### src/rtl/uart_pkt_parser.sv
// uart_pkt_parser: assembles SYNC/CMD/LEN/payload/CSUM frames from the UART
// receiver byte stream and presents validated packets on a one-deep
// valid/ready output register. Dropped frames raise a one-cycle error pulse.
//
// Ports:
//   clk, rst_n            clock, asynchronous active-low reset
//   rx_data/rx_valid      received byte and its one-cycle strobe
//   rx_frame_err          one-cycle UART framing-error strobe
//   pkt_valid/pkt_ready   output packet handshake
//   pkt_cmd/pkt_len       command byte and payload length of the held packet
//   pkt_payload           payload, byte i at [8i+7:8i], unused bytes read 0
//   err_csum/err_len/err_timeout/err_frame/err_overrun   one-cycle drop pulses
//   pkt_count             packets loaded into the output register (wraps)
module uart_pkt_parser #(
    parameter logic [7:0]  SYNC_BYTE    = 8'hA5,
    parameter int unsigned MAX_LEN      = 8,
    parameter int unsigned TIMEOUT_CLKS = 4800
) (
    input  logic                             clk,
    input  logic                             rst_n,
    input  logic [7:0]                       rx_data,
    input  logic                             rx_valid,
    input  logic                             rx_frame_err,
    output logic                             pkt_valid,
    input  logic                             pkt_ready,
    output logic [7:0]                       pkt_cmd,
    output logic [$clog2(MAX_LEN+1)-1:0]     pkt_len,
    output logic [8*MAX_LEN-1:0]             pkt_payload,
    output logic                             err_csum,
    output logic                             err_len,
    output logic                             err_timeout,
    output logic                             err_frame,
    output logic                             err_overrun,
    output logic [15:0]                      pkt_count
);

    localparam int unsigned LEN_W = $clog2(MAX_LEN + 1);
    localparam int unsigned PAY_W = 8 * MAX_LEN;
    localparam int unsigned TMO_W = $clog2(TIMEOUT_CLKS);

    typedef enum logic [2:0] {
        S_IDLE,
        S_CMD,
        S_LEN,
        S_PAY,
        S_CSUM
    } state_t;

    state_t             state;
    state_t             state_nxt;

    // Working registers, independent of the output register
    logic [7:0]         cmd_q;
    logic [LEN_W-1:0]   len_q;
    logic [PAY_W-1:0]   pay_q;
    logic [7:0]         sum_q;
    logic [LEN_W-1:0]   idx_q;
    logic [TMO_W-1:0]   tmo_cnt;

    logic               abort_c;
    logic               accept_c;
    logic               out_free_c;
    logic               load_c;
    logic               csum_bad_c;
    logic               len_bad_c;
    logic               tmo_hit_c;
    logic               overrun_c;

    // A framing error inside a frame outranks any byte arriving with it
    assign abort_c    = rx_frame_err && (state != S_IDLE);
    assign accept_c   = rx_valid && !abort_c;
    assign out_free_c = !pkt_valid || pkt_ready;

    // Next-state and event decode
    always_comb begin
        state_nxt  = state;
        load_c     = 1'b0;
        csum_bad_c = 1'b0;
        len_bad_c  = 1'b0;
        tmo_hit_c  = 1'b0;
        overrun_c  = 1'b0;
        if (abort_c) begin
            state_nxt = S_IDLE;
        end else if (rx_valid) begin
            case (state)
                S_IDLE: begin
                    if (rx_data == SYNC_BYTE) state_nxt = S_CMD;
                end
                S_CMD: state_nxt = S_LEN;
                S_LEN: begin
                    if (rx_data > 8'(MAX_LEN)) begin
                        len_bad_c = 1'b1;
                        state_nxt = S_IDLE;
                    end else if (rx_data == 8'd0) begin
                        state_nxt = S_CSUM;
                    end else begin
                        state_nxt = S_PAY;
                    end
                end
                S_PAY: begin
                    if (idx_q == len_q - LEN_W'(1)) state_nxt = S_CSUM;
                end
                S_CSUM: begin
                    state_nxt = S_IDLE;
                    if (rx_data != sum_q)  csum_bad_c = 1'b1;
                    else if (out_free_c)   load_c     = 1'b1;
                    else                   overrun_c  = 1'b1;
                end
                default: state_nxt = S_IDLE;
            endcase
        end else if (state != S_IDLE && tmo_cnt == TMO_W'(TIMEOUT_CLKS - 1)) begin
            tmo_hit_c = 1'b1;
            state_nxt = S_IDLE;
        end
    end

    // State register
    always_ff @(posedge clk or negedge rst_n) begin
        if (!rst_n) state <= S_IDLE;
        else        state <= state_nxt;
    end

    // Inter-byte timeout counter; idle state always sees it at zero
    always_ff @(posedge clk or negedge rst_n) begin
        if (!rst_n)                               tmo_cnt <= '0;
        else if (rx_valid || state_nxt == S_IDLE) tmo_cnt <= '0;
        else                                      tmo_cnt <= tmo_cnt + TMO_W'(1);
    end

    // Working buffer and running checksum
    always_ff @(posedge clk or negedge rst_n) begin
        if (!rst_n) begin
            cmd_q <= '0;
            len_q <= '0;
            pay_q <= '0;
            sum_q <= '0;
            idx_q <= '0;
        end else if (accept_c) begin
            case (state)
                S_CMD: begin
                    cmd_q <= rx_data;
                    sum_q <= rx_data;
                end
                S_LEN: begin
                    if (!len_bad_c) begin
                        len_q <= LEN_W'(rx_data);
                        sum_q <= sum_q + rx_data;
                        pay_q <= '0;
                        idx_q <= '0;
                    end
                end
                S_PAY: begin
                    for (int i = 0; i < int'(MAX_LEN); i++) begin
                        if (idx_q == LEN_W'(i)) pay_q[8*i +: 8] <= rx_data;
                    end
                    sum_q <= sum_q + rx_data;
                    idx_q <= idx_q + LEN_W'(1);
                end
                default: ;
            endcase
        end
    end

    // Output register, handshake and packet counter
    always_ff @(posedge clk or negedge rst_n) begin
        if (!rst_n) begin
            pkt_valid   <= 1'b0;
            pkt_cmd     <= '0;
            pkt_len     <= '0;
            pkt_payload <= '0;
            pkt_count   <= '0;
        end else if (load_c) begin
            pkt_valid   <= 1'b1;
            pkt_cmd     <= cmd_q;
            pkt_len     <= len_q;
            pkt_payload <= pay_q;
            pkt_count   <= pkt_count + 16'd1;
        end else if (pkt_valid && pkt_ready) begin
            pkt_valid   <= 1'b0;
        end
    end

    // Error pulses, one cycle each
    always_ff @(posedge clk or negedge rst_n) begin
        if (!rst_n) begin
            err_csum    <= 1'b0;
            err_len     <= 1'b0;
            err_timeout <= 1'b0;
            err_frame   <= 1'b0;
            err_overrun <= 1'b0;
        end else begin
            err_csum    <= csum_bad_c;
            err_len     <= len_bad_c;
            err_timeout <= tmo_hit_c;
            err_frame   <= abort_c;
            err_overrun <= overrun_c;
        end
    end

endmodule

### config.mk
export PLATFORM = sky130hd
export DESIGN_NAME = uart_pkt_parser
export DESIGN_NICKNAME = d
export VERILOG_FILES = /design/src/rtl/uart_pkt_parser.sv
export SDC_FILE = /design/constraint.sdc
export NUM_CORES = 1
export LEC_CHECK = 0
export ABC_AREA = 1
export BUFFER_PORTS_ARGS = -buffer_cell sky130_fd_sc_hd__buf_2
export CELL_PAD_IN_SITES_DETAIL_PLACEMENT = 1
export CELL_PAD_IN_SITES_GLOBAL_PLACEMENT = 1
export CORE_MARGIN = 1
export CORE_UTILIZATION = 44
export DETAILED_ROUTE_END_ITERATION = 8
export HOLD_SLACK_MARGIN = 0.1
export PLACE_DENSITY = 0.83
export SLEW_MARGIN = 10
export SYNTH_ARGS = -nofsm -noshare
export SYNTH_HDL_FRONTEND = slang
export SYNTH_SLANG_ARGS = --single-unit
export TNS_END_PERCENT = 50
### constraint.sdc
create_clock -name clk -period 2.45 [get_ports clk]
set_input_delay 0.245 -clock clk [delete_from_list [all_inputs] [get_ports clk]]
set_output_delay 0.245 -clock clk [all_outputs]
set_load 0.1 [all_outputs]
==> impl_results.md <==
* Status: completed
* Synth area leader: dfrtp_1
* Setup Fix Bufs, Post-CTS at 0
* Worst Tran Pin Value at 0.6603 ns
* Syn Std Cell Area at 0.008781 mm2
* Synth Register Bits at 202
* Arr. time, crit path at about 2.6 ns
* Area growth from synthesis to layout at 19.94%
* Area of the multi-input gates at ~0.0032 mm2
* Top area cells in the synthesized netlist: dfrtp_1 58%, nand2_1 15%, o21ai_0 3.4%
* Simple-gate share of the synthesized area at 0.2281
* Crit path max fanout at 13
* CP peak stage delay at ~0.38 ns
* Via count at 7145
* Clock share of power at 0.427
* Ant diodes at 0
* I/O Buffers at 110
* Maximum number of pins on one net before global-route repair at 74
* Synth unique cells at 40
* Post-synth top area share at 0.5757
* Nets at roughly 1.1k
* Final slew viol count at 0
* Final Setup Violations at 0
* Pre-CTS setup slack at around 0.14 ns
* Ys flop type: dfrtp_1
* Worst relative slew slack at 0.5598
* Ports at approximately 110
* Clk Latency, worst-skew pair at around 0.50 ns
* Dpl hpwl at about 16 mm
* Row Count at 51
* Hold Vio Cnt, Final at 0
* Clk_skew at around 0.012 ns
* Cell area power density at approximately 760 mW/mm2
* Compound-Gate Fraction of Synth Area at 0.08193
* Die width at between 100 and 150 um
* Mean Syn Cell Area at 8.942 um2
* Worst Path Required at 2.82 ns
* Ys async rst share at 1.000
* Tot Pwr at about 0.0080 W
* Clock transition at path regs at roughly 0.06 ns
* DRC Markers at 0
* Register area share after synthesis at 0.5757
* Internal cell power at slightly below 0.006 W
* Gate Count Post-Synth at 982
* Post-route setup slack at 0.2410 ns
* Setup Crit Path Kind: reg -> reg
* Vias in the first global route at between 7k and 8k
* CP Capture Type: flop
* Number of fill cells in the layout at about 2.3k
* EDFF count, synth at 0
* Fin util at 0.5393
* First-pass GRT wire length at between 30 and 40 mm
* Switch Pwr at between 0.002 and 0.0025 W
* Main combinational cell family by area after synthesis: simple AND/OR/NAND/NOR gates
* Die Footprint at a little over 0.02 mm2
* Routed Wire Length at between 20 and 25 mm
* Switching Share at 0.2689
* Crit share post-route at 0.9016
* GRT Util Overall at 0.2429
* Fmax at ~0.45 GHz
* CTS tree: done
* Gate power share at 0.125
* Core box area at around 0.02 mm2
* TNS Setup at 0 ns
* Most frequent cell after synthesis: nand2_1
* Max VDD drop at roughly 630 uV
* Initial Util at 0.4497
* H-tree Lvls at 1
* Syn nets at 1010
* CP delay by family, top: simple AND/OR/NAND/NOR gates
* Initial drt markers at between 300 and 400
* CTS sink count at around 200
* Initial antenna violation count at 0
* DR vias/cell at between 5 and 6
* RSZ-0062 raised after global routing: false
* Final min period at roughly 2.2 ns
* Leak Pwr at approximately 5.5 nW
* Share of power burned in registers at 0.448
* Chip height at approximately 140 um
* CP max stage cell: dfrtp_1
* Placed cell area at between 0.009 and 0.01 mm2
* CTS Buffer Depth at 3
* Syn. warnings at 0
* Crit path buffers/inverters at 0
* Synth Area in XOR/XNOR at 0.02893
* Post-synthesis mux area share at 0.005130
* RD Place Congestion at 0.8578
* Clk Tree Root Cell: clkbuf_16
* Post-synth top cells: 355 x nand2_1, 202 x dfrtp_1, 75 x inv_1
* CTS Buf Count at 23
* Layout cells sized above 1 at 0.1757
* Adder-Cell Fraction of Synth Area at 0.02223
* Worst-path cell chain: ha_1, nand3_1, nor2_1, nand2_1, nand3b_1, nand2_1, nor2_1, a21oi_1, nand3_1, nand2_2, nor2_1
* ANT nets after route at 0
* CP Launch Type: flop
* Reg area at slightly above 0.005 mm2
* Max-cap viol count at 0
* DRT Pass-1 Iters at 4
* Final instance area at ~0.011 mm2
* Grt total ovfl at 0
* Most common cell on crit path: nor2_1
* Worst Hold Class: in -> reg
* Per-cell routed wire length at about 17 um
## final timing paths
kind / endpoint / start / slack [ns] / depth (start not counted)
max in group asynchronous: pkt_payload[17] / rst_n / 1.40 / 3
max reg2reg: tmo_cnt[6] / tmo_cnt[0] / 0.24 / 11
min reg2reg: pkt_payload[19] / pkt_payload[19] / 0.46 / 2
max: tmo_cnt[6] / tmo_cnt[0] / 0.24 / 11
min in group asynchronous: pkt_payload[40] / rst_n / 0.32 / 2
min: sum_q[6] / rx_data[6] / 0.12 / 3
## stage by stage
stage,cells,hold slack (ns)
after global placement,1346,0.3106
final,1392,0.1242
after floorplan,982,-0.05059
after global routing,1392,0.1607
after detailed placement,1346,0.3085
after CTS,1392,0.1221
## power groups by stage
stage	Combinational (W)	Sequential, W	Clock (W)
4_1_cts	0.00102	0.00360	0.00351
3_5_place_dp	0.000997	0.00366	0
6_report	0.00101	0.00360	0.00343
5_1_grt	0.00114	0.00362	0.00362
3_3_place_gp	0.000961	0.00365	0
2_1_floorplan	0.000563	0.00377	0
## flip-flops by register name, indices dropped and copies added, names as in the netlist, 3 cells and up
register	count
cmd_q	8
idx_q	4
pkt_payload	64
pkt_count	16
len_q	4
state	3
pkt_len	4
sum_q	8
tmo_cnt	13
pkt_cmd	8
pay_q	64
## layer usage
layer  part of all wire  global-route usage  up-vias
met3              0.035             0.02750       29
met1               0.43              0.3110     3618
met4              0.017             0.06551        0
met5                  0                   0        -
li1                   -                   -     3374
met2               0.52              0.4347      124
## worst reg2reg max path, cell delays in order (launching register included)
cell and delay (ns):
dfrtp_1 0.38, ha_1 0.20, nand3_1 0.13, nor2_1 0.15, nand2_1 0.10, nand3b_1 0.29, nand2_1 0.12, nor2_1 0.04
a21oi_1 0.19, nand3_1 0.15, nand2_2 0.24, nor2_1 0.09
## cell usage in the layout, fill, tap and decap left out, types with 3 or more instances in the layout
cell,synthesis,final
a21oi_1,18,18
buf_12,0,8
buf_2,6,109
buf_4,8,11
clkbuf_1,9,3
clkbuf_16,0,23
clkbuf_8,0,6
clkinv_2,0,5
dfrtp_1,202,202
dlygate4sd3_1,0,6
ha_1,14,14
inv_1,75,75
inv_2,4,4
mux2_2,4,4
nand2_1,355,354
nand2_2,9,10
nand3_1,26,26
nand3b_1,4,4
nand4_1,9,9
nor2_1,59,59
nor3_1,10,10
o21ai_0,59,59
o21ai_1,51,51
xnor2_1,16,16
xor2_1,13,13
## timing repair
action	in CTS	in global routing
setup endpoints to repair	0	13
hold buffers	6	0
endpoints found under the hold margin	74	0
resized for setup	0	1
## kinds of logic (layout without fill, tap and decap cells)
kind of cell,count (synthesis),after routing
compound gates,137,137
fa+ha+maj,15,15
flops,202,202
buf+inv,111,256
simple gates,484,484
mux,4,4
xor+xnor,29,29
## area by class of cell
cell class / instances / share of cell area
multi-input cells: 669 / 0.3057
clock inverters: 9 / 0.009623
well taps: 265 / 0.03148
clock buffers: 31 / 0.06225
inverters: 81 / 0.02911
flip-flops and latches: 202 / 0.4800
repair buffers: 135 / 0.08186
Power figures use the tool's default switching activity.
